===== src/rtl/apb_pkg.sv =====
// ---------------------------------------------------------------------------
// apb_pkg
// Shared definitions for the APB master arbiter codebase slice.
//   apb_state_e     : APB master sequencer states (IDLE, SETUP, ACCESS)
//   APB_ADDR_WIDTH  : default APB address width
//   APB_DATA_WIDTH  : default APB data width
// ---------------------------------------------------------------------------
package apb_pkg;

   localparam int APB_ADDR_WIDTH = 10;
   localparam int APB_DATA_WIDTH = 32;

   typedef enum logic [1:0] {
      IDLE,
      SETUP,
      ACCESS
   } apb_state_e;

endpackage : apb_pkg


===== src/rtl/rr_arbiter.sv =====
// ---------------------------------------------------------------------------
// rr_arbiter
// Purely combinational round-robin arbiter. The search for a winner starts at
// index ptr and wraps around, so the requester at ptr has highest priority.
// Ports:
//   req   in  NUM_REQ  request vector
//   ptr   in  IDX_W    index where the priority search starts (< NUM_REQ)
//   grant out NUM_REQ  one-hot grant (zero when no request)
//   index out IDX_W    index of the granted requester
//   valid out 1        at least one request present
// ---------------------------------------------------------------------------
module rr_arbiter #(
   parameter int NUM_REQ = 2,
   parameter int IDX_W   = (NUM_REQ > 1) ? $clog2(NUM_REQ) : 1
) (
   input  logic [NUM_REQ-1:0] req,
   input  logic [IDX_W-1:0]   ptr,
   output logic [NUM_REQ-1:0] grant,
   output logic [IDX_W-1:0]   index,
   output logic               valid
);

   logic [IDX_W-1:0] cand;

   // NOTE: every output of a combinational block gets a default before any
   // conditional assignment; a path that leaves one unassigned infers a latch.
   always_comb begin
      grant = '0;
      index = '0;
      valid = 1'b0;
      cand  = '0;
      for (int i = 0; i < NUM_REQ; i++) begin
         cand = IDX_W'((int'(ptr) + i) % NUM_REQ);
         if (!valid && req[cand]) begin
            grant[cand] = 1'b1;
            index       = cand;
            valid       = 1'b1;
         end
      end
   end

endmodule : rr_arbiter


===== src/rtl/apb_master_arbiter.sv =====
// ---------------------------------------------------------------------------
// apb_master_arbiter
// APB master sharing one APB slave port between NUM_REQ local requesters.
// Requesters are served round-robin; each transfer runs SETUP then ACCESS
// (waiting on PREADY) and ends with a one-cycle done_o pulse to the winner.
// Optional feature: define APB_TIMEOUT_EN to abort an ACCESS phase after
// TIMEOUT_CYCLES wait cycles (done_o with err_o=1). Without it err_o is 0.
// Ports:
//   clk, reset               clock, synchronous active-high reset
//   req_i / req_write_i      per-requester valid / write flag
//   req_addr_i / req_wdata_i packed per-requester address / write data
//   done_o, err_o, rdata_o   completion pulse, abort flag, read data
//   psel_o, penable_o, paddr_o, pwrite_o, pwdata_o  APB request side
//   prdata_i, pready_i       APB response side
// ---------------------------------------------------------------------------
module apb_master_arbiter
   import apb_pkg::*;
#(
   parameter int ADDR_WIDTH     = APB_ADDR_WIDTH,
   parameter int DATA_WIDTH     = APB_DATA_WIDTH,
   parameter int NUM_REQ        = 2,
   parameter int TIMEOUT_CYCLES = 16
) (
   input  logic                           clk,
   input  logic                           reset,
   input  logic [NUM_REQ-1:0]             req_i,
   input  logic [NUM_REQ-1:0]             req_write_i,
   input  logic [NUM_REQ*ADDR_WIDTH-1:0]  req_addr_i,
   input  logic [NUM_REQ*DATA_WIDTH-1:0]  req_wdata_i,
   output logic [NUM_REQ-1:0]             done_o,
   output logic                           err_o,
   output logic [DATA_WIDTH-1:0]          rdata_o,
   output logic                           psel_o,
   output logic                           penable_o,
   output logic [ADDR_WIDTH-1:0]          paddr_o,
   output logic                           pwrite_o,
   output logic [DATA_WIDTH-1:0]          pwdata_o,
   input  logic [DATA_WIDTH-1:0]          prdata_i,
   input  logic                           pready_i
);

   localparam int IDX_W = (NUM_REQ > 1) ? $clog2(NUM_REQ) : 1;

   if (NUM_REQ < 2 || TIMEOUT_CYCLES < 1) begin : g_param_guard
      $error("apb_master_arbiter: NUM_REQ must be >= 2 and TIMEOUT_CYCLES >= 1");
   end

   apb_state_e        state;
   logic [IDX_W-1:0]  ptr;
   logic [IDX_W-1:0]  winner;
   logic [NUM_REQ-1:0] winner_oh;

   logic [NUM_REQ-1:0]    eligible;
   logic [NUM_REQ-1:0]    arb_grant;
   logic [IDX_W-1:0]      arb_idx;
   logic                  arb_valid;
   logic [ADDR_WIDTH-1:0] sel_addr;
   logic [DATA_WIDTH-1:0] sel_wdata;
   logic                  sel_write;
   logic [IDX_W-1:0]      ptr_next;

   // A requester whose done_o is pulsing may still show req_i this cycle;
   // masking it keeps a late-dropped request from being granted twice.
   assign eligible = req_i & ~done_o;

   rr_arbiter #(
      .NUM_REQ (NUM_REQ),
      .IDX_W   (IDX_W)
   ) u_rr_arbiter (
      .req   (eligible),
      .ptr   (ptr),
      .grant (arb_grant),
      .index (arb_idx),
      .valid (arb_valid)
   );

   assign sel_addr  = req_addr_i[arb_idx*ADDR_WIDTH +: ADDR_WIDTH];
   assign sel_wdata = req_wdata_i[arb_idx*DATA_WIDTH +: DATA_WIDTH];
   assign sel_write = req_write_i[arb_idx];
   assign ptr_next  = (winner == IDX_W'(NUM_REQ - 1)) ? '0 : winner + 1'b1;

`ifdef APB_TIMEOUT_EN
   localparam int TMO_W = $clog2(TIMEOUT_CYCLES + 1);
   logic [TMO_W-1:0] tmo_cnt;
`else
   // Without the timeout the ACCESS phase waits on PREADY indefinitely.
   assign err_o = 1'b0;
`endif

   // NOTE: state and outputs are registered with non-blocking assignments so
   // every read in this block sees the value from before the clock edge.
   always_ff @(posedge clk) begin
      if (reset) begin
         state     <= IDLE;
         ptr       <= '0;
         winner    <= '0;
         winner_oh <= '0;
         psel_o    <= 1'b0;
         penable_o <= 1'b0;
         pwrite_o  <= 1'b0;
         paddr_o   <= '0;
         pwdata_o  <= '0;
         rdata_o   <= '0;
         done_o    <= '0;
`ifdef APB_TIMEOUT_EN
         err_o     <= 1'b0;
         tmo_cnt   <= '0;
`endif
      end else begin
         done_o <= '0;
`ifdef APB_TIMEOUT_EN
         err_o  <= 1'b0;
`endif
         case (state)
            IDLE: begin
               if (arb_valid) begin
                  winner    <= arb_idx;
                  winner_oh <= arb_grant;
                  paddr_o   <= sel_addr;
                  pwrite_o  <= sel_write;
                  pwdata_o  <= sel_write ? sel_wdata : '0;
                  psel_o    <= 1'b1;
                  state     <= SETUP;
               end
            end
            SETUP: begin
               penable_o <= 1'b1;
`ifdef APB_TIMEOUT_EN
               tmo_cnt   <= '0;
`endif
               state     <= ACCESS;
            end
            ACCESS: begin
               if (pready_i) begin
                  if (!pwrite_o) begin
                     rdata_o <= prdata_i;
                  end
                  psel_o    <= 1'b0;
                  penable_o <= 1'b0;
                  done_o    <= winner_oh;
                  ptr       <= ptr_next;
                  state     <= IDLE;
               end
`ifdef APB_TIMEOUT_EN
               else begin
                  tmo_cnt <= tmo_cnt + 1'b1;
                  // This wait cycle brings the count to TIMEOUT_CYCLES.
                  if (tmo_cnt == TMO_W'(TIMEOUT_CYCLES - 1)) begin
                     psel_o    <= 1'b0;
                     penable_o <= 1'b0;
                     done_o    <= winner_oh;
                     err_o     <= 1'b1;
                     ptr       <= ptr_next;
                     state     <= IDLE;
                  end
               end
`endif
            end
            default: state <= IDLE;
         endcase
      end
   end

endmodule : apb_master_arbiter


===== config.mk =====
export PLATFORM = sky130hd
export DESIGN_NAME = apb_master_arbiter
export DESIGN_NICKNAME = d
export VERILOG_FILES = /design/src/rtl/apb_pkg.sv /design/src/rtl/rr_arbiter.sv /design/src/rtl/apb_master_arbiter.sv
export SDC_FILE = /design/constraint.sdc
export NUM_CORES = 1
export LEC_CHECK = 0
export BUFFER_PORTS_ARGS = -buffer_cell sky130_fd_sc_hd__buf_2
export CELL_PAD_IN_SITES_DETAIL_PLACEMENT = 0
export CELL_PAD_IN_SITES_GLOBAL_PLACEMENT = 2
export CORE_MARGIN = 2
export CORE_UTILIZATION = 25
export CTS_CLUSTER_SIZE = 10
export DETAILED_ROUTE_END_ITERATION = 10
export PLACE_DENSITY = 0.84
export SETUP_SLACK_MARGIN = 0.15
export SKIP_CTS_REPAIR_TIMING = 1
export SLEW_MARGIN = 20
export SYNTH_ARGS = -nofsm -noshare
export SYNTH_HDL_FRONTEND = slang
export SYNTH_SLANG_ARGS = --single-unit

===== constraint.sdc =====
create_clock -name clk -period 3.9 [get_ports clk]
set_input_delay 0.195 -clock clk [delete_from_list [all_inputs] [get_ports clk]]
set_output_delay 0.195 -clock clk [all_outputs]
set_load 0.02 [all_outputs]

Word level (Yosys, flattened, before mapping)
Cells that the tools add are included.

cells by class
  add/subtract/negate cells = 2
  multiply operators = 1
  magnitude comparators = 5
  equality and inequality tests = 4
  shift operators = 2
  mux-type cells = 25
  bitwise operators = 6
  reductions and logical operators = 14

operators by type and width
  operator               number
  $shiftx A64 B7 Y32     1
  $mux W32               1
  $shiftx A20 B6 Y10     1
  $mux W1                15
  $mux W2                4
  $reduce_and A2 Y1      4
  $lt A1 B2 Y1 const B   3
  $pmux W2 S3            1
  $reduce_and A3 Y1      2
  $mul A1 B3 Y4 const B  1
  $ne A2 B2 Y1 const B   2
  $pmux W1 S2            2
  $reduce_bool A2 Y1     2
  $logic_and A1 B1 Y1    3
  $not A1 Y1             3
  $reduce_or A3 Y1       1
  $add A1 B1 Y1 const B  2
  $and A2 B2 Y2          1
  $demux W1 S1           2
  $eq A2 B1 Y1 const B   1
  $eq A2 B2 Y1 const B   1
  $ge A1 B1 Y1 const B   2
  $logic_not A2 Y1       1
  $not A2 Y2             1
  2 further kinds        2

word-level totals
  register bits = 85
  logic and storage cells = 70

Depth between registers and ports, before layout
  depth after elaboration = 11
  gate-level depth with buffers = 6

Cells and area by module
Synthesis repeated with hierarchy kept, for this count alone.

unflattened totals
  cells, all modules = 420
  area total of the unflattened synthesis = 3,634.7 um^2

by module, submodules not included
  module              instances  cells an instance  area each (um^2)  seq. area each (um^2)
  apb_master_arbiter  1          415                3,602.2           1,701.6
  rr_arbiter          1          5                  32.5              0.0

Worst setup path after synthesis
Ideal clock, no wire load.

  path kind = register -> register
  start = register done_o[0]
  end = register pwdata_o[0]
  arrival time = 1.502 ns
  data required time = 3.768 ns
  setup slack = 2.266 ns
  cell stages (with the launch flop) = 7
  buffers on the path = 2
  period minus slack after synthesis = 1.634 ns
  cell sequence = dfxtp_1 or3b_4 and3_1 buf_6 buf_6 a221oi_2 nor3_1

on the way
  cells in the longest elaborated chain, start to end = 11
  elaborated cells between the ends (all ways) = 17
  those cells by class = shift (1); mux (11); bitwise (2); reduce/logical (3)

RTL lines
  what                                                                        line                       source
  from (decl)                                                                 apb_master_arbiter.sv:30   output logic [NUM_REQ-1:0] done_o,
  from (signal assigned)                                                      apb_master_arbiter.sv:140  done_o <= winner_oh;
  $not A2 Y2 *                                                                apb_master_arbiter.sv:64   assign eligible = req_i & ~done_o;
  $and A2 B2 Y2 *                                                             apb_master_arbiter.sv:64
  parallel branches: the longest is 9 deep, another holds $shiftx A64 B7 Y32  -
  to (signal assigned)                                                        apb_master_arbiter.sv:121  pwdata_o <= sel_write ? sel_wdata : '0;
  to (decl)                                                                   apb_master_arbiter.sv:37   output logic [DATA_WIDTH-1:0] pwdata_o,

Every way passes the cells marked *. The select of a mux whose other input is x is not followed.
A chain may end at the register's enable or synchronous reset.

Worst setup path after layout
  start = register ptr
  end = register pwdata_o[16]

on the way
  cells in the longest elaborated chain, start to end = 9
  elaborated cells between the ends (all ways) = 16
  those cells by class = add/sub (1); shift (1); mux (11); reduce/logical (3)

RTL lines
  what                                                                        line                       source
  from (decl)                                                                 apb_master_arbiter.sv:49   logic [IDX_W-1:0] ptr;
  from (signal assigned)                                                      apb_master_arbiter.sv:141  ptr <= ptr_next;
  parallel branches: the longest is 9 deep, another holds $shiftx A64 B7 Y32  -

Parallel ways; which one is timed is not known. The select of a mux whose other input is x is not followed.

==> out/results.ini <==
[outcome]
status=finished, final reports clean

[power]
comb_power_share_pct=20.8
p_clk_share_pct=36.8
p_switching_mw=0.709
p_leak_nw=2.25
pwr-share-seq_pct=42.4
vdd_drop_max_mv=0.182
internal_power_mw=1.59
power.density_nw_per_um2=471
switching_share_pct=30.9

[route]
drtIter0Drc=121
via_per_inst=4.59
drt_pass1_iterations=6
ant_nets=0
vias=3487
post_drt_wl_per_cell_um=14.0
drc=0
routed_wl_mm=10.7

[synthesis]
syn_nets=514
syn_inst=391
synth_cell_types=27
synth_warnings=0
synth_seq_area_share_pct=49.0
synth_area_per_cell_um2=8.88
syn_area_um2=3470
synth-seq-cells=85

[critical_path]
crit_arrival_ps=2600
cp-startpoint=ptr
crit_cells=5
r2r_slack_ps=1560
r2r_cells=5
critPathTopFamily=compound AO/OA/AOI/OAI gates
crit_chain=or3b_4 > a21boi_4 > buf_4 > a221oi_2 > nor3_1
crit_path_max_incr_delay_ps=850
worst-path-buf-inv=1
startpoint_type=flip-flop
slowest_stage=a21boi_4
worst-setup-path-type=flip-flop to flip-flop
r2r_start=ptr
cp_max_fo=26
crit_required_ps=4160
end_kind=flip-flop

[die]
core_area_um2=13700
num_rows=43
start_util_pct=25.3
dieHeight_um=122
ios=203
die_area_um2=14800
die_w_um=122

[sta]
finalMaxSlewViolations=0
finalSetupTns_ps=0
min_period_over_period_pct=60.1
finClkSkew_ps=10.0
setup_viol=0
rsz0062_at_grt=no
tightest_slew_ps=1100
finalHoldViolations=0
fmax_mhz=426
fin_crit_ps=2340
relSlewSlack_pct=26.3

[finish]
antenna_cells=0
utilization_pct=35.5
nets=697
drive_above_1_share_pct=44.6
area_delta_synth_final_pct=40.3

[hold_path]
hold_start=prdata_i[23]
hold_path_depth=3
hold_class=primary input to flip-flop

[cts]
clk_latency_ps=340
clock-sinks=85
cts-root-buf=clkbuf_16
cts_tree=built
clockBufferDepth=2
path_clk_slew_ps=70
cts_buffers=9
htree_levels=3

[placement]
port_buffers=201
place_hpwl_mm=7.54
gp_congestion=0.736

[grt]
grtUsageTotal_pct=14.0
grt_overflow=0
grt_max_degree=62
grt_first_pass_wirelength_mm=16.4
grt_pass1_vias=3283
antenna_found_initial=0

[flow_run]
cap_viol_max_count=0

==> cells by family (layout without fill, tap and decap cells) <==
family | count (synthesis) | after routing | synth area share, %
AO/OA/AOI/OAI | 94 | 94 | 23.6
AND/OR/NAND/NOR | 174 | 174 | 20.9
flip-flops | 85 | 85 | 49.0
multiplexers | 1 | 1 | 0.288
other | 1 | 1 | 0.108
buffers and inverters | 36 | 224 | 6.06
==> power by group through the flow <==
stage               clock network [mW]  registers (mW)  logic (mW)
floorplan                            0            1.07       0.226
global placement                     0           0.992       0.471
detailed placement                   0           0.994       0.476
CTS                              0.883           0.974       0.478
global route                     0.923           0.982       0.527
finish                           0.845           0.974       0.478
==> Yosys cell counts <==
cell / number / area, µm²
o21a_1: 1 / 7.51
a21boi_4: 1 / 18.8
nor3b_1: 2 / 15.0
and3_1: 1 / 6.26
nor2b_1: 2 / 12.5
mux2i_1: 1 / 10.0
a211oi_1: 12 / 90.1
nor3_1: 34 / 170
buf_4: 2 / 15.0
buf_1: 3 / 11.3
a221oi_2: 29 / 435
dfxtp_1: 85 / 1700
nor2_1: 52 / 195
o21ai_1: 1 / 5.00
or3b_4: 1 / 11.3
o21ai_0: 1 / 5.00
inv_1: 1 / 3.75
buf_6: 7 / 78.8
nand3b_1: 1 / 7.51
or2_2: 1 / 6.26
a221oi_1: 3 / 26.3
and2_1: 1 / 6.26
nand2_1: 79 / 297
a21oi_1: 46 / 230
buf_2: 12 / 60.1
conb_1: 1 / 3.75
clkbuf_1: 11 / 41.3
==> metrics by stage <==
stage	instance area [µm²]	total power, mW	worst slack (ps)	cells	hold WS [ps]
floorplan	3470	1.29	2270	391	331
global placement	4550	1.46	1580	742	436
detailed placement	4550	1.47	1540	742	442
CTS	4840	2.33	1490	758	65.3
finish	4870	2.30	1560	759	81.8
global route	4870	2.43	1360	759	74.4
==> flip-flops by register name (all words and copies together), names as in the netlist <==
| name | flops |
|---|---|
| paddr_o | 10 |
| winner | 1 |
| psel_o | 1 |
| rdata_o | 32 |
| ptr | 1 |
| penable_o | 1 |
| state | 2 |
| pwdata_o | 32 |
| pwrite_o | 1 |
| done_o | 2 |
| winner_oh | 2 |
==> cells in the final DEF, fill, tap and decap left out, types with 3 or more instances in the layout <==
cell type / count
nor2_1: 51
buf_2: 200
nor3_1: 34
dfxtp_1: 85
a221oi_1: 3
a221oi_2: 29
inv_6: 3
nand2_1: 79
clkbuf_16: 9
buf_4: 6
a21oi_1: 46
a211oi_1: 12
==> worst paths after layout <==
check | to
worst min register to register | rdata_o[14]
worst max-delay path | pwdata_o[16]
worst min-delay path | rdata_o[23]
worst max register to register | pwdata_o[16]
==> layout make-up <==
type | instances | area, µm²
sequential | 85 | 1700
fill | 1494 | 8850
clock inverter | 6 | 53.8
tap | 180 | 225
inverter | 1 | 3.75
clock buffer | 10 | 239
timing repair buffer | 207 | 1070
multi-input combinational | 270 | 1570
==> tightest hold or removal path: cells and delay by family <==
family / cells / cell delay, ps
AO/OA/AOI/OAI: 1 / 50
buffers and inverters: 1 / 90
AND/OR/NAND/NOR: 1 / 40
==> per-layer routing <==
layer	part of all wire [%]	vias to the layer above	global-route usage, %
met5	0	-	0
met4	2.2	0	6.54
met3	7.3	15	3.60
met2	48	124	23.1
met1	43	1619	17.1
li1	-	1729	-
Power figures use the tool's default switching activity.
